`src/rtl/alu_share_arbiter.sv`:
```
`default_nettype none
// ============================================================================
// Module   : alu_share_arbiter
// Purpose  : Round-robin sharing of one combinational ALU between two
//            requesters. The granted operands are latched and held on the ALU
//            for EXEC_CYCLES cycles. The result and zero flag are then
//            registered and returned to the owning requester through a
//            valid/ready response port.
// Revision : 1.0 - initial release
// ============================================================================
module alu_share_arbiter #(
    parameter int DATA_W      = 32,
    parameter int EXEC_CYCLES = 1
) (
    input  logic              clk,
    input  logic              rst_n,

    input  logic              req0_valid,
    output logic              req0_ready,
    input  logic [DATA_W-1:0] req0_a,
    input  logic [DATA_W-1:0] req0_b,
    input  logic [2:0]        req0_op,

    input  logic              req1_valid,
    output logic              req1_ready,
    input  logic [DATA_W-1:0] req1_a,
    input  logic [DATA_W-1:0] req1_b,
    input  logic [2:0]        req1_op,

    output logic              rsp0_valid,
    input  logic              rsp0_ready,
    output logic [DATA_W-1:0] rsp0_result,
    output logic              rsp0_zero,

    output logic              rsp1_valid,
    input  logic              rsp1_ready,
    output logic [DATA_W-1:0] rsp1_result,
    output logic              rsp1_zero,

    output logic [DATA_W-1:0] alu_a,
    output logic [DATA_W-1:0] alu_b,
    output logic [2:0]        alu_control,
    input  logic [DATA_W-1:0] alu_result,
    input  logic              alu_zero,

    output logic              busy
);

    // The hold counter is two bits wide, so at most four execute cycles fit
    generate
        if (EXEC_CYCLES < 1 || EXEC_CYCLES > 4) begin : g_bad_exec_cycles
            $error("alu_share_arbiter: EXEC_CYCLES must be in 1..4");
        end
    endgenerate

    localparam logic [1:0] C_EXEC_LOAD = 2'(EXEC_CYCLES - 1);

    typedef enum logic [1:0] {
        ST_IDLE = 2'd0,
        ST_EXEC = 2'd1,
        ST_RESP = 2'd2
    } state_t;

    state_t            r_state_q;
    logic              r_last_grant_q;
    logic              r_owner_q;
    logic [1:0]        r_cnt_q;
    logic [DATA_W-1:0] r_alu_a_q;
    logic [DATA_W-1:0] r_alu_b_q;
    logic [2:0]        r_alu_op_q;
    logic              r_rsp0_valid_q;
    logic              r_rsp1_valid_q;
    logic [DATA_W-1:0] r_rsp0_result_q;
    logic [DATA_W-1:0] r_rsp1_result_q;
    logic              r_rsp0_zero_q;
    logic              r_rsp1_zero_q;

    logic w_idle;
    logic w_sel0;
    logic w_sel1;
    logic w_hs0;
    logic w_hs1;
    logic w_rsp_hs;

    // Round-robin pick: a lone requester wins; on contention the one not granted last wins
    assign w_idle   = (r_state_q == ST_IDLE);
    assign w_sel0   = req0_valid && (!req1_valid || r_last_grant_q);
    assign w_sel1   = req1_valid && (!req0_valid || !r_last_grant_q);

    // Ready is forced low while reset is asserted so no output shows a grant during reset
    assign req0_ready = rst_n && w_idle && w_sel0;
    assign req1_ready = rst_n && w_idle && w_sel1;

    assign w_hs0    = req0_valid && req0_ready;
    assign w_hs1    = req1_valid && req1_ready;
    assign w_rsp_hs = (r_rsp0_valid_q && rsp0_ready) || (r_rsp1_valid_q && rsp1_ready);

    // Grant, hold operands for EXEC_CYCLES, capture the result, wait for the consumer
    always_ff @(posedge clk or negedge rst_n) begin
        if (!rst_n) begin
            r_state_q       <= ST_IDLE;
            r_last_grant_q  <= 1'b1;
            r_owner_q       <= 1'b0;
            r_cnt_q         <= 2'd0;
            r_alu_a_q       <= '0;
            r_alu_b_q       <= '0;
            r_alu_op_q      <= 3'd0;
            r_rsp0_valid_q  <= 1'b0;
            r_rsp1_valid_q  <= 1'b0;
            r_rsp0_result_q <= '0;
            r_rsp1_result_q <= '0;
            r_rsp0_zero_q   <= 1'b0;
            r_rsp1_zero_q   <= 1'b0;
        end else begin
            case (r_state_q)
                ST_IDLE: begin
                    if (w_hs0 || w_hs1) begin
                        r_owner_q      <= w_hs1;
                        r_last_grant_q <= w_hs1;
                        r_alu_a_q      <= w_hs1 ? req1_a  : req0_a;
                        r_alu_b_q      <= w_hs1 ? req1_b  : req0_b;
                        r_alu_op_q     <= w_hs1 ? req1_op : req0_op;
                        r_cnt_q        <= C_EXEC_LOAD;
                        r_state_q      <= ST_EXEC;
                    end
                end
                ST_EXEC: begin
                    if (r_cnt_q == 2'd0) begin
                        if (r_owner_q) begin
                            r_rsp1_result_q <= alu_result;
                            r_rsp1_zero_q   <= alu_zero;
                            r_rsp1_valid_q  <= 1'b1;
                        end else begin
                            r_rsp0_result_q <= alu_result;
                            r_rsp0_zero_q   <= alu_zero;
                            r_rsp0_valid_q  <= 1'b1;
                        end
                        r_state_q <= ST_RESP;
                    end else begin
                        r_cnt_q <= r_cnt_q - 2'd1;
                    end
                end
                ST_RESP: begin
                    if (w_rsp_hs) begin
                        r_rsp0_valid_q <= 1'b0;
                        r_rsp1_valid_q <= 1'b0;
                        r_state_q      <= ST_IDLE;
                    end
                end
                default: begin
                    r_state_q <= ST_IDLE;
                end
            endcase
        end
    end

    assign alu_a       = r_alu_a_q;
    assign alu_b       = r_alu_b_q;
    assign alu_control = r_alu_op_q;
    assign rsp0_valid  = r_rsp0_valid_q;
    assign rsp1_valid  = r_rsp1_valid_q;
    assign rsp0_result = r_rsp0_result_q;
    assign rsp1_result = r_rsp1_result_q;
    assign rsp0_zero   = r_rsp0_zero_q;
    assign rsp1_zero   = r_rsp1_zero_q;
    assign busy        = (r_state_q != ST_IDLE);

endmodule
`default_nettype wire

```
`config.mk`:
```
export PLATFORM = sky130hd
export DESIGN_NAME = alu_share_arbiter
export DESIGN_NICKNAME = d
export VERILOG_FILES = /design/src/rtl/alu_share_arbiter.sv
export SDC_FILE = /design/constraint.sdc
export NUM_CORES = 1
export LEC_CHECK = 0
export ABC_AREA = 1
export BUFFER_PORTS_ARGS = -buffer_cell sky130_fd_sc_hd__buf_2
export CAP_MARGIN = 25
export CORE_MARGIN = 4
export CORE_UTILIZATION = 42
export CTS_CLUSTER_SIZE = 16
export DETAILED_ROUTE_END_ITERATION = 8
export PLACE_DENSITY_LB_ADDON = 0.15
export SYNTH_ARGS = -nofsm -noshare
export SYNTH_HDL_FRONTEND = slang
export SYNTH_SLANG_ARGS = --single-unit
```
`constraint.sdc`:
```
create_clock -name clk -period 1.5 [get_ports clk]
set_input_delay 0 -clock clk [delete_from_list [all_inputs] [get_ports clk]]
set_output_delay 0 -clock clk [all_outputs]
set_load 0.1 [all_outputs]
```
# ---- After elaboration in Yosys (flattened, before gate mapping)
# Index checks and enable logic that the tools add are counted.
dict set report op_classes {
  eq_ne 8
  muxes 17
  n_reduce_logical 28
  n_bitwise 1
  addsub 1
}
# op count
set ops {}
lappend ops {{two-way mux 32 bit} 2}
lappend ops {{AND reduction 3 bit} 4}
lappend ops {{two-way mux 2 bit} 5}
lappend ops {{inequality test 2 bit (second input constant)} 5}
lappend ops {{logical AND 1 bit} 9}
lappend ops {{AND reduction 4 bit} 2}
lappend ops {{one-hot mux 2 bit (3 select lines)} 1}
lappend ops {{nonzero test 2 bit} 3}
lappend ops {{two-way mux 1 bit} 5}
lappend ops {{zero test 2 bit} 2}
lappend ops {{logical OR 1 bit} 4}
lappend ops {{one-hot mux 1 bit (2 select lines)} 2}
lappend ops {{one-hot mux 2 bit (2 select lines)} 1}
lappend ops {{zero test 1 bit} 3}
lappend ops {{two-way mux 3 bit} 1}
lappend ops {{equality test 2 x 1 -> 1 bit (second input constant)} 1}
lappend ops {{equality test 2 bit (second input constant)} 1}
lappend ops {{inequality test 2 x 1 -> 1 bit (second input constant)} 1}
lappend ops {{AND reduction 2 bit} 1}
lappend ops {{subtractor 2 x 1 -> 2 bit (second input constant)} 1}
lappend ops {{inverter 1 bit} 1}
dict set report word_totals {
  out_inout_bits 138
  ff_bits 141
  in_bits 173
  wordCells 68
}

# ---- Logic depth before layout (Yosys ltp)
# Gate-level depths: netlist of the first run.
dict set report logic_depth {
  word_depth 8
  depth_mapped 10
  mapped_depth_nobuf 8
}

# ---- Worst setup path before layout of the first run
# OpenSTA, ideal clock, no wires.
dict set report synth_path {
  path_type {reg2reg}
  start {register r_last_grant_q}
  end {register r_alu_a_q[27], in the netlist alu_a[27]}
  path_stages_with_launch 10
  setup_time_ns 0.120
  path_buffers 2
  required_time_ns 1.380
  setup_slack_ns -0.361
  t_arrival_ns 1.742
  synth_period_minus_slack_ns 1.861
  cell_sequence {dfstp_2 > inv_1 > nand2_1 > nand2_1 > nor2_4 > nor2_4 > buf_4 > buf_2 > nand2_1 > nand2_1}
}
dict set report synth_between {
  word_cells_on_any_way 12
  cone_classes {mux: 1; reduce/logical: 11}
}
# item line_no
set synth_lines {}
lappend synth_lines {{from (decl)} 65} ;# logic r_last_grant_q;
lappend synth_lines {{from (signal assigned)} 119} ;# r_last_grant_q <= w_hs1;
lappend synth_lines {{logical OR 1 bit} 87} ;# assign w_sel0 = req0_valid && (!req1_valid || r_last_grant_q);
lappend synth_lines {{logical AND 1 bit} 87}
lappend synth_lines {{logical AND 1 bit} 91} ;# assign req0_ready = rst_n && w_idle && w_sel0;
lappend synth_lines {{via req0_ready} 19} ;# output logic req0_ready,
lappend synth_lines {{logical AND 1 bit} 94} ;# assign w_hs0 = req0_valid && req0_ready;
lappend synth_lines {{logical OR 1 bit} 117} ;# if (w_hs0 || w_hs1) begin
lappend synth_lines {{AND reduction 2 bit (no source line)} n/a}
lappend synth_lines {{to (signal assigned)} 120} ;# r_alu_a_q <= w_hs1 ? req1_a : req0_a;
lappend synth_lines {{to (decl)} 68} ;# logic [DATA_W-1:0] r_alu_a_q;
# The timed path passes the listed nets, and every way through them passes these cells.
# A chain may end at the register's enable or synchronous reset.

# ---- Worst setup path in the final report of the first run
dict set report layout_path {
  start {register r_state_q[1]}
  end {register r_alu_b_q[27], in the netlist alu_b[27]}
}
dict set report layout_between {
  elab_chain_len 6
  word_cells_on_any_way 9
  cone_classes {mux: 1; reduce/logical: 8}
}
# item line_no
set layout_rtl {}
lappend layout_rtl {{from (decl)} 64} ;# state_t r_state_q;
lappend layout_rtl {{from (signal assigned)} 101} ;# r_state_q <= ST_IDLE;
lappend layout_rtl {{from (signal assigned)} 124} ;# r_state_q <= ST_EXEC;
lappend layout_rtl {{from (signal assigned)} 138} ;# r_state_q <= ST_RESP;
lappend layout_rtl {{zero test 2 bit (*)} {86, 115}}
lappend layout_rtl {{logical AND 1 bit} {91, 92}}
lappend layout_rtl {{logical AND 1 bit (on tied branches)} {91, 92}}
lappend layout_rtl {{logical AND 1 bit (on tied branches)} {94, 95}}
lappend layout_rtl {{logical OR 1 bit} 117}
lappend layout_rtl {{AND reduction 2 bit (no source line)} n/a}
lappend layout_rtl {{to (signal assigned)} 121} ;# r_alu_b_q <= w_hs1 ? req1_b : req0_b;
lappend layout_rtl {{to (decl)} 69} ;# logic [DATA_W-1:0] r_alu_b_q;
# Mark *: on every way between the ends. The rest lies on a longest branch, timed or not.

==> flow_metrics.tcl, run 1 <==
set metrics [dict create \
    status "finished, violations left" \
    violations "negative setup slack" \
    cts_inserted_buffers 17 \
    grt_use_met2_pct 44.79 \
    grt_use_total_pct 27.87 \
    worstSetupStartpointType "flop" \
    worstSetupPathType "flop to flop" \
    maxCapViolCount 0 \
    crit_path_cell_trace "nor2_2 -> nand2_2 -> nor2_4 -> buf_6 -> nor2_4 -> buf_6 -> clkbuf_16 -> nand2_1 -> nand2_1" \
    yosysWarnings 0 \
    grtUsageMet1_pct 32.59 \
    drt-wirelength-per-cell_um 16.19 \
    finalHoldViolCount 0 \
    cts_max_level 4 \
    drtIter0Drc 431 \
    yosysMostFrequentCell "nand2_1" \
    finalSetupTns_ps -2201 \
    worstPathMaxFanout 14 \
    final_core_utilization_pct 75.29 \
    cts_sinks 141 \
    endpoint_kind "flop" \
    finalMaxSlewViolations 0 \
    drc 0 \
    insertion_delay_ps 410 \
    gr-total-overflow 0 \
    synth_edf_count 0 \
    synth_cells 801 \
    required_ps 1790 \
    vias_per_cell 4.860 \
    crit_arrival_ps 1860 \
    initial_core_util_pct 42.84 \
    grt_pass1_vias 7533 \
    grt_max_degree 111 \
    setup_ws_ps -60.53 \
    path_clk_slew_ps 60 \
    antenna_left 0 \
    clockBufferDepth 2 \
    antenna_found_initial 0 \
    place_ws_ps 46.41 \
    io_buffers 310 \
    synth_cell_types 18 \
    worst_slew_margin_rel_pct 61.91 \
    post-synth-top-area-cell "dfrtp_1" \
    synth_area_leaders "dfrtp_1 (56%), nand2_1 (30%), o21ai_0 (5.6%), inv_1 (2.6%), buf_2 (1.2%)" \
    final_nets 1477 \
    routabilityCongestion 0.8039 \
    worstHoldPathType "input pin to flop" \
    num_rows 44 \
    cts_root_buf "clkbuf_16" \
    grt_pass1_wl_um 36650 \
    syn_area_per_cell_um2 7.743 \
    grt_busiest_layer "met2" \
    synth-main-ff-cell "dfrtp_1" \
    ys_ff_latch 141 \
    synthArstFlopShare_pct 100.0 \
    die_h_um 129.5 \
    ios 311 \
    syn-cell-area_um2 6202 \
    seq_area_frac_synth_pct 56.91 \
    max_freq_mhz 640.8 \
    nFillCells 947 \
    coreArea_um2 14480 \
    dieArea_um2 16780 \
    finClkSkew_ps 6.517 \
    area_growth_pct 75.75 \
    setup_viol 70 \
    slowest_stage "dfrtp_1" \
    slowest_delay_ps 380 \
    die_x_um 129.5 \
    synth.cells.most_frequent "nand2_1 (488), dfrtp_1 (140), o21ai_0 (69)" \
    yosys.area.top_type_share_pct 56.49 \
    min_period_over_period_pct 104.0 \
    grt_util_met3_pct 8.120 \
    dr.pass1.iters 5 \
    drive_gt1_share_pct 31.10 \
    routed_wl_um 24280 \
    fin_crit_ps 1561 \
    cts_tree "built" \
    vias 7290 \
    syn-num-nets 975 \
    tightestPinTransition_ps 571.4 \
    hpwlAfterDp_um 13110 \
    hold_ws_ps 58.76 \
    rsz0062_at_grt "true" \
]
## registers in the layout, indices dropped and copies added, names as in the netlist
| signal | cells |
|---|---|
| alu_a | 32 |
| alu_b | 32 |
| rsp0_result | 32 |
| rsp1_result | 32 |
| alu_control | 3 |
| r_cnt_q | 2 |
| r_state_q | 2 |
| r_last_grant_q | 1 |
| r_owner_q | 1 |
| rsp0_valid | 1 |
| rsp0_zero | 1 |
| rsp1_valid | 1 |
| rsp1_zero | 1 |
## area by class of cell
cell class | instances | area (um^2) | area share (%)
antenna | 1 | 2.502 | 0.02296
clock buffer | 22 | 474.2 | 4.350
clock inverter | 9 | 135.1 | 1.240
inverter | 44 | 167.7 | 1.538
multi-input combinational | 574 | 2347 | 21.53
sequential | 141 | 3530 | 32.38
tap | 184 | 230.2 | 2.112
timing repair buffer | 525 | 4014 | 36.82
## per-layer routing
metal  wire length, um  vias to the layer above  share of wire (%)
li1                  -                     3434                  -
met1              9204                     3292                 38
met2             11670                      449                 48
met3              2052                      115                8.5
met4              1346                        0                5.5
met5                 0                        -                  0
## cells in the final DEF, fill, tap and decap left out, types with 4 or more instances in the layout
cell and count:
dfrtp_1 140, nand3_2 4, buf_4 13, dlygate4sd3_1 171, buf_2 306, nand2_2 14
inv_1 42, nor2_4 4, buf_6 10, o21ai_0 68, clkbuf_16 23, buf_12 14
nand2_1 475
## worst max-delay path: cells and delay by family, from the launching register on
family | cells | cell delay (ps)
and+or+nand+nor | 6 | 580
buffers and inverters | 3 | 470
DFF | 1 | 380
## cells by family (layout without fill, tap and decap cells)
group	count (synthesis)	after routing	synth area share [%]
AND/OR/NAND/NOR	504	504	31.15
other	0	1	0
buffers and inverters	86	600	6.173
AO/OA/AOI/OAI	69	69	5.568
adder cells (fa/ha/maj)	1	1	0.2017
flip-flops	141	141	56.91
## path summary, 6_finish.rpt
| kind | slack, ps | endpoint | start | cells after the start |
|---|---|---|---|---|
| worst max-delay path | -60 | alu_b[27] | r_state_q[1] | 9 |
| worst min-delay path | 60 | r_state_q[0] | req1_valid | 6 |
| worst max register to register | -60 | alu_b[27] | r_state_q[1] | 9 |
| worst min register to register | 470 | alu_b[5] | alu_b[5] | 2 |
| max in group asynchronous | 790 | alu_b[7] | rst_n | 3 |
| min in group asynchronous | 250 | alu_b[14] | rst_n | 3 |
## through the flow
| step | cells | cell area (um^2) |
|---|---|---|
| after floorplan | 801 | 6235 |
| after global placement | 1274 | 8098 |
| after detailed placement | 1274 | 8098 |
| after CTS | 1487 | 10620 |
| after global routing | 1499 | 10900 |
| final | 1500 | 10900 |
## repair_timing
| action | in CTS | in global routing |
|---|---|---|
| endpoints found under the setup margin | 2 | 71 |
| gates cloned | 4 | 8 |
| setup buffers | 7 | 4 |
| pin swaps | 6 | 5 |
| endpoints found under the hold margin | 276 | 0 |
| gates resized for setup | 10 | 24 |
| hold buffers | 171 | 0 |
Power of run 1 is not shown: default switching activity piles up to over one toggle a cycle in this logic, so the estimate is an artifact.
==> inputs of run 2 (changes only) <==
- RECOVER_POWER: default -> 100
==> flow_metrics.tcl, run 2 (synthesized netlist as in run 1, its figures left out) <==
set metrics [dict create \
    cts_max_level 4 \
    ios 311 \
    io_buffers 310 \
    worstHoldPathType "input pin to flop" \
    die_x_um 129.5 \
    drc 0 \
    drt-wirelength-per-cell_um 16.15 \
    rsz0062_at_grt "true" \
    cts_root_buf "clkbuf_16" \
    antenna_left 0 \
    status "finished, violations left" \
    endpoint_kind "flop" \
    finalHoldViolCount 0 \
    coreArea_um2 14480 \
    worstPathMaxFanout 7 \
    grt_pass1_wl_um 36650 \
    wl_met3_um 2102 \
    cts_inserted_buffers 17 \
    worstSetupStartpointType "flop" \
    r2r_setup_slack_ps -70 \
    dr_wl_met2_um 11650 \
    worst_slew_margin_rel_pct 47.24 \
    grt_pass1_vias 7533 \
    dr.pass1.iters 5 \
    violations "negative setup slack" \
    finClkSkew_ps 7.396 \
    cts_sinks 141 \
    insertion_delay_ps 410 \
    reg2reg_from "r_last_grant_q" \
    setup_viol 71 \
    worstSetupPathType "flop to flop" \
    layout_commonest_cell "nand2_1" \
    tightestPinTransition_ps 791.4 \
    initial_core_util_pct 42.84 \
    path_clk_slew_ps 60 \
    hold_ws_ps 59.08 \
    hp-start "req1_valid" \
    antenna_found_initial 0 \
    die_h_um 129.5 \
    vias_per_cell 4.881 \
    hpwlAfterDp_um 13110 \
    setup_ws_ps -66.60 \
    final_cell_mix "nand2_1 (475), buf_2 (178), dlygate4sd3_1 (171), dfrtp_1 (140), clkbuf_2 (129)" \
    dieArea_um2 16780 \
    cts_tree "built" \
    reg2reg_to "alu_b[1]" \
    num_rows 44 \
    drtIter0Drc 502 \
    crit_arrival_ps 1910 \
    grt_max_degree 111 \
    gr-total-overflow 0 \
    place_ws_ps 46.41 \
    drive_gt1_share_pct 31.10 \
    vias 7322 \
    grt_use_total_pct 27.87 \
    fin_crit_ps 1567 \
    routabilityCongestion 0.8039 \
    hold-path-endpoint "r_state_q[0]" \
    route.top_layer_used "met4" \
    area_growth_pct 75.71 \
    required_ps 1850 \
    finalMaxSlewViolations 0 \
    min_period_over_period_pct 104.4 \
    maxCapViolCount 0 \
    final_nets 1477 \
    drt-met1-wl_um 9108 \
    clockBufferDepth 2 \
    holdPathStages 6 \
    max_freq_mhz 638.3 \
    reg2reg_depth 9 \
    routed_wl_um 24230 \
]
## run 2: changes by cell type in the layout (fill, tap and decap cells not counted)
cell / delta
buf_4: -1
buf_2: -128
clkbuf_2: +129
## run 2: what timing repair did
action,4_1_cts,5_1_grt
setup buffers,7,4
pin swaps,6,5
endpoints found under the hold margin,276,0
hold buffers,171,0
gates resized for setup,10,24
cloned,4,8
endpoints found under the setup margin,2,71
## run 2: area by class of cell
cell class	count	area, um^2
diodes	1	2.502
clock buffers	22	474.2
clock inverters	9	135.1
fillers	948	3581
inverters	44	167.7
multi-input cells	574	2347
flip-flops and latches	141	3530
well taps	184	230.2
repair buffers	525	4011
## run 2: per-stage QoR
step | std cells | TNS [ps] | cell area, um^2 | util [%]
final | 1500 | -2703 | 10900 | 75.27
after global routing | 1499 | -8333 | 10900 | 75.25
after CTS | 1487 | -3308 | 10620 | 73.31
after detailed placement | 1274 | 0 | 8098 | 55.93
after global placement | 1274 | 0 | 8098 | 55.93
after floorplan | 801 | -19570 | 6235 | -
## run 2: how the worst max path moves through the flow
stage / startpoint / endpoint / slack [ps]
final: r_last_grant_q / alu_b[1] / -70
after detailed placement: r_last_grant_q / alu_b[9] / 50
after global routing: r_state_q[1] / alu_b[27] / -150
after global placement: r_state_q[1] / alu_b[9] / 70
after floorplan: r_last_grant_q / alu_a[27] / -340
after CTS: r_state_q[0] / alu_a[7] / -90
## run 2: metal layers
layer / GRT usage [%] / up-vias
met3: 8.120 / 118
met2: 44.79 / 474
li1: - / 3436
met1: 32.59 / 3294
met5: 0 / -
met4: 18.22 / 0
## run 2: worst max-delay path: stages, from the launching register on
cell	delay (ps)
dfstp_2	550
nand2_2	70
nand2_2	80
nor2_4	60
buf_6	130
nor2_4	140
buf_6	190
clkbuf_16	180
nand2_1	50
nand2_1	60
Power of run 2 is left out for the same reason.
==> inputs of run 3 (changes only) <==
- CORE_UTILIZATION: 42 -> 46
- PLACE_DENSITY: default -> 0.76
- PLACE_DENSITY_LB_ADDON: 0.15 -> default
- SKIP_LAST_GASP: default -> 1
- clock period: 1.5 -> 1.8 ns (I/O delays scaled with it)
==> flow_metrics.tcl, run 3 (synthesized netlist as in run 1, its figures left out) <==
set metrics [dict create \
    grt_max_degree 139 \
    antenna_left 0 \
    dr.pass1.iters 7 \
    grt_pass1_vias 7690 \
    rsz0062_at_grt "true" \
    cts_root_buf "clkbuf_16" \
    cts_inserted_buffers 17 \
    cts_max_level 4 \
    ff_latch_area_um2 3530 \
    crit_arrival_ps 2080 \
    critPathBufInv 1 \
    crit_path_cell_trace "nor2_2 -> nand2_2 -> nor2_4 -> bufbuf_16 -> nand2_1 -> nand2_1 -> nand2_1 -> nand2_1" \
    area_growth_pct 66.96 \
    die_h_um 124.1 \
    hold_ws_ps 45.79 \
    route.top_layer_used "met4" \
    routed_wl_um 24910 \
    required_ps 2140 \
    path_delay_family "simple AND/OR/NAND/NOR gates" \
    status "finished, final reports clean" \
    min_period_over_period_pct 96.59 \
    die_x_um 124.1 \
    grt_use_total_pct 32.14 \
    instances_no_fill 1463 \
    dr_wl_met2_um 11800 \
    finalMaxSlewViolations 0 \
    max_freq_mhz 575.2 \
    vias 7534 \
    num_rows 42 \
    drc 0 \
    maxCapViolCount 0 \
    nFillCells 813 \
    drtIter0Drc 558 \
    cpMostUsedCell "nand2_1" \
    tightestPinTransition_ps 1225 \
    drt-wirelength-per-cell_um 17.03 \
    slowest_stage "dfrtp_1" \
    initial_core_util_pct 46.83 \
    cts_tree "built" \
    worstSetupPathType "flop to flop" \
    cts_resized 0 \
    vias_per_cell 5.150 \
    cts_sinks 141 \
    endpoint_kind "flop" \
    coreArea_um2 13240 \
    routabilityCongestion 0.8703 \
    finClkSkew_ps 7.606 \
    hpwlAfterDp_um 12710 \
    grt_pass1_wl_um 37760 \
    layout_commonest_cell "nand2_1" \
    wl_met3_um 2636 \
    r2r_setup_slack_ps 60 \
    insertion_delay_ps 410 \
    io_buffers 310 \
    clockBufferDepth 2 \
    drive_gt1_share_pct 28.07 \
    slowest_delay_ps 410 \
    fin_crit_ps 1739 \
    antenna_found_initial 1 \
    final_cell_mix "nand2_1 (487), dlygate4sd3_1 (173), buf_2 (171), dfrtp_1 (140), clkbuf_2 (137)" \
    dieArea_um2 15400 \
    dpl.cell_count 1254 \
    setup_viol 0 \
    gr-total-overflow 0 \
    multi_input_area_um2 2302 \
    worst_slew_margin_rel_pct 18.33 \
    final_nets 1447 \
    ios 311 \
    finalHoldViolCount 0 \
    worstHoldPathType "input pin to flop" \
    worstPathMaxFanout 34 \
    worstSetupStartpointType "flop" \
    path_clk_slew_ps 60 \
    drt-met1-wl_um 8610 \
]
## run 3: changes by cell type in the layout (fill, tap and decap cells not counted), moves of 8 or more
cell / change
buf_12: -9
nand2_2: -12
nand2_1: +12
buf_4: -9
clkbuf_2: +8
## run 3: metal layers
layer | vias to the layer above | GRT usage (%)
met2 | 567 | 51.96
met5 | - | 0
met4 | 0 | 24.23
met3 | 177 | 10.58
li1 | 3363 | -
met1 | 3427 | 35.03
## run 3: cell type report
cell class,count,share of cell area (%)
Sequential cell,141,34.09
Clock inverter,10,1.800
Clock buffer,22,4.386
Antenna cell,1,0.02417
Timing Repair Buffer,495,33.75
Multi-Input combinational cell,574,22.23
Tap cell,176,2.127
Inverter,44,1.595
## run 3: timing repair
action	4_1_cts	5_1_grt
hold buffers	173	0
setup buffers	0	1
pin swaps	0	1
setup endpoints to repair	1	1
endpoints found under the hold margin	276	0
cloned	1	1
## run 3: final timing paths
kind                               from        endpoint  cells past startpoint
min                          req1_valid    r_state_q[0]                      6
max                        r_state_q[1]       alu_a[22]                      8
min in group asynchronous         rst_n  r_last_grant_q                      2
min reg2reg                    alu_b[2]        alu_b[2]                      2
max in group asynchronous         rst_n        alu_a[0]                      3
max reg2reg                r_state_q[1]       alu_a[22]                      8
## run 3: tightest hold or removal path: stages
cell and delay (ps):
buf_2 120, inv_1 50, nand2_1 40, nand2_1 50, nand2_1 50, nand3_1 90
## run 3: stage by stage
stage	setup slack [ps]	setup TNS (ps)	instance area, um^2	util, %
floorplan	-38.23	-852.6	6218	-
global placement	295.2	0	7948	60.02
detailed placement	242.2	0	7948	60.02
CTS	36.33	0	10350	78.17
global route	-13.96	-42.02	10350	78.17
finish	61.35	0	10350	78.19
Power of run 3 is left out for the same reason.
